===== src/rtl/fetch_pkg.sv =====
// -----------------------------------------------------------------------------
// fetch_pkg
// Shared types and defaults for the operand-fetch stage that feeds the 16-bit
// shifter/ALU pair.
//   state_t     : operand_fetch sequencing states
//   shift_op_t  : 2-bit shift code carried unmodified to the shifter
//   DEF_WIDTH   : default data width
//   DEF_NREGS   : default register-file depth
//   fetch_ready : command-acceptance condition, shared by the FSM and port
// -----------------------------------------------------------------------------
package fetch_pkg;

  localparam int DEF_WIDTH = 16;
  localparam int DEF_NREGS = 8;

  typedef enum logic [1:0] {
    IDLE   = 2'd0,
    READ_A = 2'd1,
    READ_B = 2'd2,
    VALID  = 2'd3
  } state_t;

  typedef logic [1:0] shift_op_t;

  localparam shift_op_t SH_PASS = 2'b00;
  localparam shift_op_t SH_LSL  = 2'b01;
  localparam shift_op_t SH_LSR  = 2'b10;
  localparam shift_op_t SH_ASR  = 2'b11;

  // A new command may enter when the stage is empty, or when the presented
  // operands are being consumed in this very cycle (back-to-back issue).
  function automatic logic fetch_ready(state_t s, logic consume);
    return (s == IDLE) || ((s == VALID) && consume);
  endfunction

endpackage : fetch_pkg


===== src/rtl/operand_regfile.sv =====
// -----------------------------------------------------------------------------
// operand_regfile
// NREGS x WIDTH general register file with one synchronous write port and one
// combinational read port. A read of the index being written in the same cycle
// returns the write data (write-through bypass).
// Ports:
//   clk, rst_n : clock, asynchronous active-low reset (clears every register)
//   wr_en      : write enable
//   wr_num     : write index
//   wr_data    : write data
//   rd_num     : read index
//   rd_data    : read data (bypassed from wr_data on an index match)
// -----------------------------------------------------------------------------
module operand_regfile
  import fetch_pkg::*;
#(
  parameter  int WIDTH = DEF_WIDTH,
  parameter  int NREGS = DEF_NREGS,
  localparam int AW    = $clog2(NREGS)
) (
  input  logic             clk,
  input  logic             rst_n,
  input  logic             wr_en,
  input  logic [AW-1:0]    wr_num,
  input  logic [WIDTH-1:0] wr_data,
  input  logic [AW-1:0]    rd_num,
  output logic [WIDTH-1:0] rd_data
);

  logic [WIDTH-1:0] mem [NREGS];

  // NOTE: this storage is reset on purpose -- a read after reset must return
  // zero, so it builds as flops with clear rather than as a RAM macro.
  always_ff @(posedge clk or negedge rst_n) begin
    if (!rst_n) begin
      for (int i = 0; i < NREGS; i++) begin
        mem[i] <= '0;
      end
    end else if (wr_en) begin
      mem[wr_num] <= wr_data;
    end
  end

  // NOTE: rd_data is assigned on every path through this block, so no latch
  // can be inferred.
  always_comb begin
    if (wr_en && (wr_num == rd_num)) begin
      rd_data = wr_data;
    end else begin
      rd_data = mem[rd_num];
    end
  end

endmodule : operand_regfile


===== src/rtl/operand_fetch.sv =====
// -----------------------------------------------------------------------------
// operand_fetch
// Operand-staging stage upstream of the 16-bit shifter/ALU pair. A command
// names two registers; they are read through a single read port over two
// cycles (A, then B) into holding registers and presented with the shift
// code until the downstream consumer accepts them.
// Ports:
//   clk, rst_n        : clock, asynchronous active-low reset
//   start             : command request, taken only while ready=1
//   rnum_a, rnum_b    : register indices for operands A and B
//   shift_in          : shift code (00 pass, 01 lsl1, 10 lsr1, 11 asr1)
//   asel              : 1 forces operand A to zero
//   wr_en/wr_num/     : register-file write port, usable in any state
//   wr_data
//   consume           : downstream accepts the presented operands
//   ready             : a command can be taken this cycle
//   valid             : ain/sin/shift are stable and usable
//   ain               : latched operand A (to the ALU)
//   sin               : latched operand B (to the shifter data input)
//   shift             : latched shift code (to the shifter select)
// -----------------------------------------------------------------------------
module operand_fetch
  import fetch_pkg::*;
#(
  parameter  int WIDTH = DEF_WIDTH,
  parameter  int NREGS = DEF_NREGS,
  localparam int AW    = $clog2(NREGS)
) (
  input  logic             clk,
  input  logic             rst_n,
  input  logic             start,
  input  logic [AW-1:0]    rnum_a,
  input  logic [AW-1:0]    rnum_b,
  input  logic [1:0]       shift_in,
  input  logic             asel,
  input  logic             wr_en,
  input  logic [AW-1:0]    wr_num,
  input  logic [WIDTH-1:0] wr_data,
  input  logic             consume,
  output logic             ready,
  output logic             valid,
  output logic [WIDTH-1:0] ain,
  output logic [WIDTH-1:0] sin,
  output logic [1:0]       shift
);

  state_t           state;

  // Captured command fields. The read index always comes from these, never
  // from the live rnum_* inputs, which may change after acceptance.
  logic [AW-1:0]    cmd_a;
  logic [AW-1:0]    cmd_b;
  shift_op_t        cmd_shift;
  logic             cmd_asel;

  // Holding registers presented downstream.
  logic [WIDTH-1:0] a_q;
  logic [WIDTH-1:0] b_q;
  shift_op_t        shift_q;
  logic             valid_q;

  logic [AW-1:0]    rd_num;
  logic [WIDTH-1:0] rd_data;
  logic             take;

  assign ready = fetch_ready(state, consume);
  assign take  = start && ready;

  // The single read port serves A in READ_A and B in READ_B; in other states
  // its output is ignored.
  assign rd_num = (state == READ_B) ? cmd_b : cmd_a;

  operand_regfile #(
    .WIDTH (WIDTH),
    .NREGS (NREGS)
  ) u_regfile (
    .clk     (clk),
    .rst_n   (rst_n),
    .wr_en   (wr_en),
    .wr_num  (wr_num),
    .wr_data (wr_data),
    .rd_num  (rd_num),
    .rd_data (rd_data)
  );

  // NOTE: every state register here uses non-blocking assignment so all of
  // them update together from pre-edge values, matching the hardware.
  always_ff @(posedge clk or negedge rst_n) begin
    if (!rst_n) begin
      state     <= IDLE;
      cmd_a     <= '0;
      cmd_b     <= '0;
      cmd_shift <= SH_PASS;
      cmd_asel  <= 1'b0;
      a_q       <= '0;
      b_q       <= '0;
      shift_q   <= SH_PASS;
      valid_q   <= 1'b0;
    end else begin
      // Command capture is shared by IDLE and the back-to-back path in VALID.
      if (take) begin
        cmd_a     <= rnum_a;
        cmd_b     <= rnum_b;
        cmd_shift <= shift_op_t'(shift_in);
        cmd_asel  <= asel;
      end

      unique case (state)
        IDLE: begin
          if (take) begin
            state <= READ_A;
          end
        end

        READ_A: begin
          a_q   <= cmd_asel ? '0 : rd_data;
          state <= READ_B;
        end

        READ_B: begin
          // Shift code is latched with B so sin and shift always change
          // together as one presented pair.
          b_q     <= rd_data;
          shift_q <= cmd_shift;
          valid_q <= 1'b1;
          state   <= VALID;
        end

        VALID: begin
          // Without consume everything holds; register writes in this state
          // reach only the register file, never a_q/b_q.
          if (consume) begin
            valid_q <= 1'b0;
            state   <= take ? READ_A : IDLE;
          end
        end
      endcase
    end
  end

  assign valid = valid_q;
  assign ain   = a_q;
  assign sin   = b_q;
  assign shift = shift_q;

endmodule : operand_fetch


===== config.mk =====
export PLATFORM = sky130hd
export DESIGN_NAME = operand_fetch
export DESIGN_NICKNAME = d
export VERILOG_FILES = /design/src/rtl/fetch_pkg.sv /design/src/rtl/operand_regfile.sv /design/src/rtl/operand_fetch.sv
export SDC_FILE = /design/constraint.sdc
export NUM_CORES = 1
export LEC_CHECK = 0
export BUFFER_PORTS_ARGS = -buffer_cell sky130_fd_sc_hd__buf_2
export CAP_MARGIN = 20
export CORE_AREA = 5 5 139 141
export CTS_BUF_LIST = sky130_fd_sc_hd__clkbuf_8
export DETAILED_ROUTE_END_ITERATION = 10
export DIE_AREA = 0 0 144 146
export GPL_TIMING_DRIVEN = 0
export HOLD_SLACK_MARGIN = 0.08
export PLACE_DENSITY_LB_ADDON = 0.3
export RECOVER_POWER = 50
export REMOVE_ABC_BUFFERS = 1
export SYNTH_ARGS = -nofsm -noshare
export SYNTH_HDL_FRONTEND = slang
export SYNTH_SLANG_ARGS = --single-unit

===== constraint.sdc =====
create_clock -name clk -period 4.8 [get_ports clk]
set_input_delay 1.2 -clock clk [delete_from_list [all_inputs] [get_ports clk]]
set_output_delay 1.2 -clock clk [all_outputs]
set_load 0.01 [all_outputs]

* Yosys cells after proc, flatten, opt, wreduce, memory -nomap -nowiden
Index checks and enable logic that the tools add are counted.
** Cells by class
- Magnitude comparators :: 3
- Eq/ne operators :: 6
- Multiplexer cells :: 15
- Bitwise gates (word level) :: 2
- Reduce and logical (&&, ||, !) cells :: 9
** Operators by type and width (count)
- $bwmux W128 :: 1
- $mux W16 :: 5
- $bmux W16 S3 :: 1
- $demux W16 S3 :: 1
- $ge A4 B4 Y1 const B :: 2
- $not A3 Y4 :: 2
- $pmux W2 S4 :: 1
- $eq A2 B2 Y1 const B :: 2
- $logic_and A1 B1 Y1 :: 4
- $lt A4 B1 Y1 const B :: 1
- $mux W2 :: 2
- $ne A2 B2 Y1 const B :: 2
- $reduce_and A2 Y1 :: 2
- $eq A3 B3 Y1 :: 1
- $mux W3 :: 1
- $eq A2 B1 Y1 const B :: 1
- $logic_not A2 Y1 :: 1
- $mux W1 :: 2
- $pmux W1 S2 :: 1
- $reduce_bool A2 Y1 :: 1
- $logic_or A1 B1 Y1 :: 1
** Storage, ports and cells
- Register bits :: 174
- Input port bits :: 33
- Output and inout bits :: 36
- Word-level logic and storage cells :: 52

* Logic depth before layout (Yosys ltp)
- Depth in word-level cells :: 8
- Gate-level depth with buffers :: 10
- Mapped depth without buffers :: 7

* Cells and area by module
Synthesis repeated with hierarchy kept, for this count alone.
** Second synthesis, totals
- Cell total of the unflattened synthesis :: 507
- Area total of the unflattened synthesis :: 8102.8 sq um
** Modules (own cells, without submodules)
- operand_regfile :: times used 1, cells an instance 357, area each 6169.7 sq um, seq. area each 3203.1 sq um
- operand_fetch :: times used 1, cells an instance 150, area each 1933.1 sq um, seq. area each 1151.1 sq um

* Least setup slack after synthesis
No wires, ideal clock.
- Kind :: in2reg
- From :: input wr_num[1]
- To :: register u_regfile.mem[102] in the netlist's numbering
- Setup time :: 0.125 ns
- Arrival :: 2.528 ns
- Required time :: 4.675 ns
- Path slack :: 2.147 ns
- Cell stages on the path :: 5
- Path buffers :: 2
- Cells stage by stage :: clkbuf_1 nand2b_1 nor3b_2 buf_4 mux2_2
** On the way
- Word-level cells in the longest chain between the ends :: 6
- Elaborated cells between the ends (all ways) :: 7
- Classes of those cells :: order compare: 2; mux: 3; bitwise: 1; reduce/logical: 1
** Ends and longest elaborated chain
- from (decl) :: RTL line operand_fetch.sv:37 : input logic [AW-1:0] wr_num,
- $not A3 Y4 (implied by the code) (*) :: RTL line operand_regfile.sv:40 : mem[wr_num] <= wr_data;
- $ge A4 B4 Y1 (implied by the code) / $lt A4 B1 Y1 (equally long branches) :: RTL line operand_regfile.sv:40
- $logic_and A1 B1 Y1 (implied by the code) :: RTL line operand_regfile.sv:40
- $mux W16 (implied by the code) :: RTL line operand_regfile.sv:40
- $demux W16 S3 (*) :: RTL line operand_regfile.sv:40
- $bwmux W128 (*) :: RTL line operand_regfile.sv:40
- to (signal, indexed assignment) :: RTL line operand_regfile.sv:40
- to (decl) :: RTL line operand_regfile.sv:30 : logic [WIDTH-1:0] mem [NREGS];
Mark *: on every way between the ends. The rest lies on a longest branch, timed or not.
A chain may end at the register's enable or synchronous reset.

* Final worst setup path
- From :: register state[0]
- To :: register b_q[15], in the netlist sin[15]
** On the way
- Word-level cells in the longest chain between the ends :: 7
- Elaborated cells between the ends (all ways) :: 9
- Classes of those cells :: eq/ne: 2; mux: 5; bitwise: 1; reduce/logical: 1
** Ends and longest elaborated chain
- from (decl) :: RTL line operand_fetch.sv:47 : state_t state;
- from (signal assigned) :: RTL line operand_fetch.sv:134 : state <= take ? READ_A : IDLE;
- $eq A2 B2 Y1 (*) :: RTL line operand_fetch.sv:71, operand_fetch.sv:108
- $mux W3 :: RTL line operand_fetch.sv:71 : assign rd_num = (state == READ_B) ? cmd_b : cmd_a;
- $not A3 Y4 (implied by the code) :: RTL line operand_regfile.sv:50 : rd_data = mem[rd_num];
- $bmux W16 S3 :: RTL line operand_regfile.sv:50
- $mux W16 (implied by the code) (2 in series) :: RTL line operand_regfile.sv:50
- $mux W16 :: RTL line operand_regfile.sv:47 : if (wr_en && (wr_num == rd_num)) begin
- to (signal assigned) :: RTL line operand_fetch.sv:123 : b_q <= rd_data;
- to (decl) :: RTL line operand_fetch.sv:58 : logic [WIDTH-1:0] b_q;
Mark *: on every way between the ends. The rest lies on a longest branch, timed or not. The select of a mux whose other input is x is not followed.

==> impl_metrics.py <==
metrics = {
    "status": {
        "outcome": "finished with violations",
        "failed_checks": "max-capacitance violations, max-slew violations",
    },
    "logic_synthesis": {
        "synth.area.top_cells": "dfrtp_1 49%, mux2_2 18%, nand2b_1 4.6%",
        "synth.mux.area_fraction_pct": 18.4,
        "avgSynthCellArea_um2": 10.8,
        "yosysTopAreaCell": "dfrtp_1",
        "ys_seq_area_share_pct": 49.0,
        "yosysUniqueCellTypes": 40,
        "synth_edf_count": 0,
        "synth_xor_area_share_pct": 0.296,
        "synth_adder_area_share_pct": 0.704,
        "yosysWarningCount": 0,
        "synth_top_family_by_area": "multiplexers",
        "synth_async_sr_flop_share_pct": 100,
        "netlist_instances": 822,
        "synth-compound-area-share_pct": 15.1,
        "netlist.area_leader.share_pct": 49.0,
        "synth-seq-cells": 174,
        "yosys.area_share.simple_pct": 12.1,
        "syn_area_um2": 8890,
        "synthFlopType": "dfrtp_1",
    },
    "clocking": {
        "clockRootBuffer": "clkbuf_8",
        "htree_levels": 4,
        "cts.sinks": 174,
        "cts_tree": "built",
        "clk_pin_slew_worst_paths_ns": 0.10,
        "post_cts_buffers": 0,
        "numCtsBuffers": 17,
        "clkLatencyLatePin_ns": 0.47,
        "cts_resized": 0,
        "ctsHoldBuffers": 0,
        "cts_buffer_depth": 2,
    },
    "worst_setup_path": {
        "crit_required_ns": 5.15,
        "critPathKind": "flop to flop",
        "start_kind": "flop",
        "end_kind": "flop",
        "cp.arrival_ns": 4.56,
        "r2r_slack_ns": 0.59,
        "crit_path_max_fanout": 25,
    },
    "routing": {
        "vias_per_cell": 6.02,
        "routed_wl_mm": 22.8,
        "final_antenna_net_count": 0,
        "drc_errors": 0,
        "first_pass_iters": 5,
        "drt_iter0_markers": 528,
        "num_vias": 6555,
        "wire_per_inst_um": 20.9,
    },
    "layout": {
        "post-route-util_pct": 55.9,
        "final_cell_area_um2": 9970,
        "syn_to_final_growth_pct": 12.2,
        "antenna_cells": 0,
        "layout.cells.non_filler": 1089,
        "drive_above_1_share_pct": 31.4,
        "final_nets": 885,
    },
    "placement": {
        "io_buffers": 68,
        "routabilityCongestion": 0.755,
        "placed_area_um2": 9580,
        "dpl_worst_slack_ns": 0.958,
        "hpwl_mm": 13.7,
        "dp_cells": 1057,
    },
    "power_and_ir_drop": {
        "ir_drop_mv": 0.330,
        "p_leak_nw": 4.21,
        "power_mw": 6.32,
        "p_per_area_nw_per_um2": 633,
    },
    "timing": {
        "finalSetupViolCount": 0,
        "min_period_ns": 4.21,
        "setup_slack_ns": 0.590,
        "drv_slew": 105,
        "hold_viol_final": 0,
        "rsz0062_at_grt": "false",
        "slew_headroom_pct": -69.9,
        "worst_pin_slew_ns": 2.55,
        "max_freq_mhz": 238,
        "tns_ns": 0,
        "skew_ns": 0.0171,
        "timing.hold.ws_ns": 0.500,
        "post-route-period-util_pct": 87.7,
    },
    "global_route": {
        "antenna_found_initial": 0,
        "track_usage_pct": 22.3,
        "grt_pass1_wl_mm": 36.6,
        "grt_max_degree": 105,
        "grt_pass1_vias": 6590,
        "grt_remaining_overflow": 0,
    },
    "die": {
        "die_y_um": 146,
        "die-area_um2": 21000,
        "start_util_pct": 49.8,
        "pin_count": 69,
        "core-area_um2": 17800,
        "rows": 49,
        "die_x_um": 144,
    },
    "job": {
        "drv_cap": 1,
    },
    "min_path": {
        "min_path_type": "flop to flop",
    },
}
power by group:
| part | leakage (nW) | total (mW) | internal (mW) | switching [mW] |
|---|---|---|---|---|
| Combinational | 1.89 | 3.08 | 1.27 | 1.81 |
| Sequential | 2.12 | 2.15 | 1.86 | 0.287 |
| Clock | 0.205 | 1.09 | 0.516 | 0.571 |
| Total | 4.21 | 6.32 | 3.65 | 2.67 |
critical path, cell delays in order, from the launching register on:
cell	delay [ns]
dfrtp_1	0.41
inv_1	0.14
ha_1	0.83
buf_12	0.29
mux2i_4	0.69
buf_16	0.24
xor2_1	0.15
and4_1	0.67
nand2b_4	0.50
o21ai_0	0.14
layout make-up:
class | instances | area (um^2)
well taps | 229 | 287
flip-flops and latches | 174 | 4360
inverters | 7 | 26.3
clock inverters | 12 | 146
fillers | 1510 | 7870
multi-input cells | 563 | 4200
repair buffers | 84 | 681
clock buffers | 20 | 275
cell families after synthesis:
| logic type | count (synthesis) |
|---|---|
| compound gates | 198 |
| mux | 144 |
| fa+ha+maj | 5 |
| buf+inv | 85 |
| simple gates | 213 |
| flops | 174 |
| xor+xnor | 3 |
Yosys cell counts, drive strengths merged (3+ instances only):
cell / count
a32oi: 31
nand2: 25
a31oi: 16
nand2b: 67
dfrtp: 174
mux2i: 3
a21oi: 18
nor2b: 17
nor2: 94
mux2: 141
o221ai: 30
nand4b: 3
o21ai: 63
a22oi: 30
buf: 45
ha: 5
clkbuf: 33
inv: 6
sequential cells by signal (all words and copies together) (netlist names):
register and flops:
ain 16, cmd_a 3, cmd_asel 1, cmd_b 3, cmd_shift 2, shift 2
sin 16, state 2, u_regfile.mem 128, valid 1
path summary, 6_finish.rpt:
kind                                      startpoint                             to  cells after the start
min in group asynchronous                      rst_n  u_regfile.mem[45]$_DFFE_PN0P_                      1
worst max register to register  state[0]$_DFFE_PN0P_            sin[15]$_DFFE_PN0P_                      9
worst min-delay path             ain[15]$_DFFE_PN0N_            ain[15]$_DFFE_PN0N_                      2
worst min register to register   ain[15]$_DFFE_PN0N_            ain[15]$_DFFE_PN0N_                      2
worst max-delay path            state[0]$_DFFE_PN0P_            sin[15]$_DFFE_PN0P_                      9
max in group asynchronous                      rst_n           cmd_b[1]$_DFFE_PN0P_                      2
metal layers:
layer	up-vias	wire, um	global-route usage [%]
li1	3020	-	-
met5	-	0	0
met1	3298	10100	30.8
met3	38	979	3.58
met4	0	557	8.00
met2	199	11100	35.6
cells in the final DEF, fill, tap and decap left out, types with 3 or more instances in the layout:
master      synthesis  final
nor2_1             94     92
buf_16              0      7
ha_1                5      5
buf_12              0      3
nand2_1            25     25
nor2b_1            17     16
o21ai_1            20     20
inv_6               0      4
nand2b_1           65     64
clkinvlp_4          0      3
buf_8               0      6
a31oi_1            16     16
inv_1               6      6
o21ai_0            43     43
o221ai_1           30     30
mux2_2            140    140
a22oi_1            30     30
clkbuf_8            0     20
a21oi_1            18     18
nand4b_1            3      3
dfrtp_1           174    172
buf_2              27     65
a32oi_1            31     31
(Power assumes the default switching activity.)
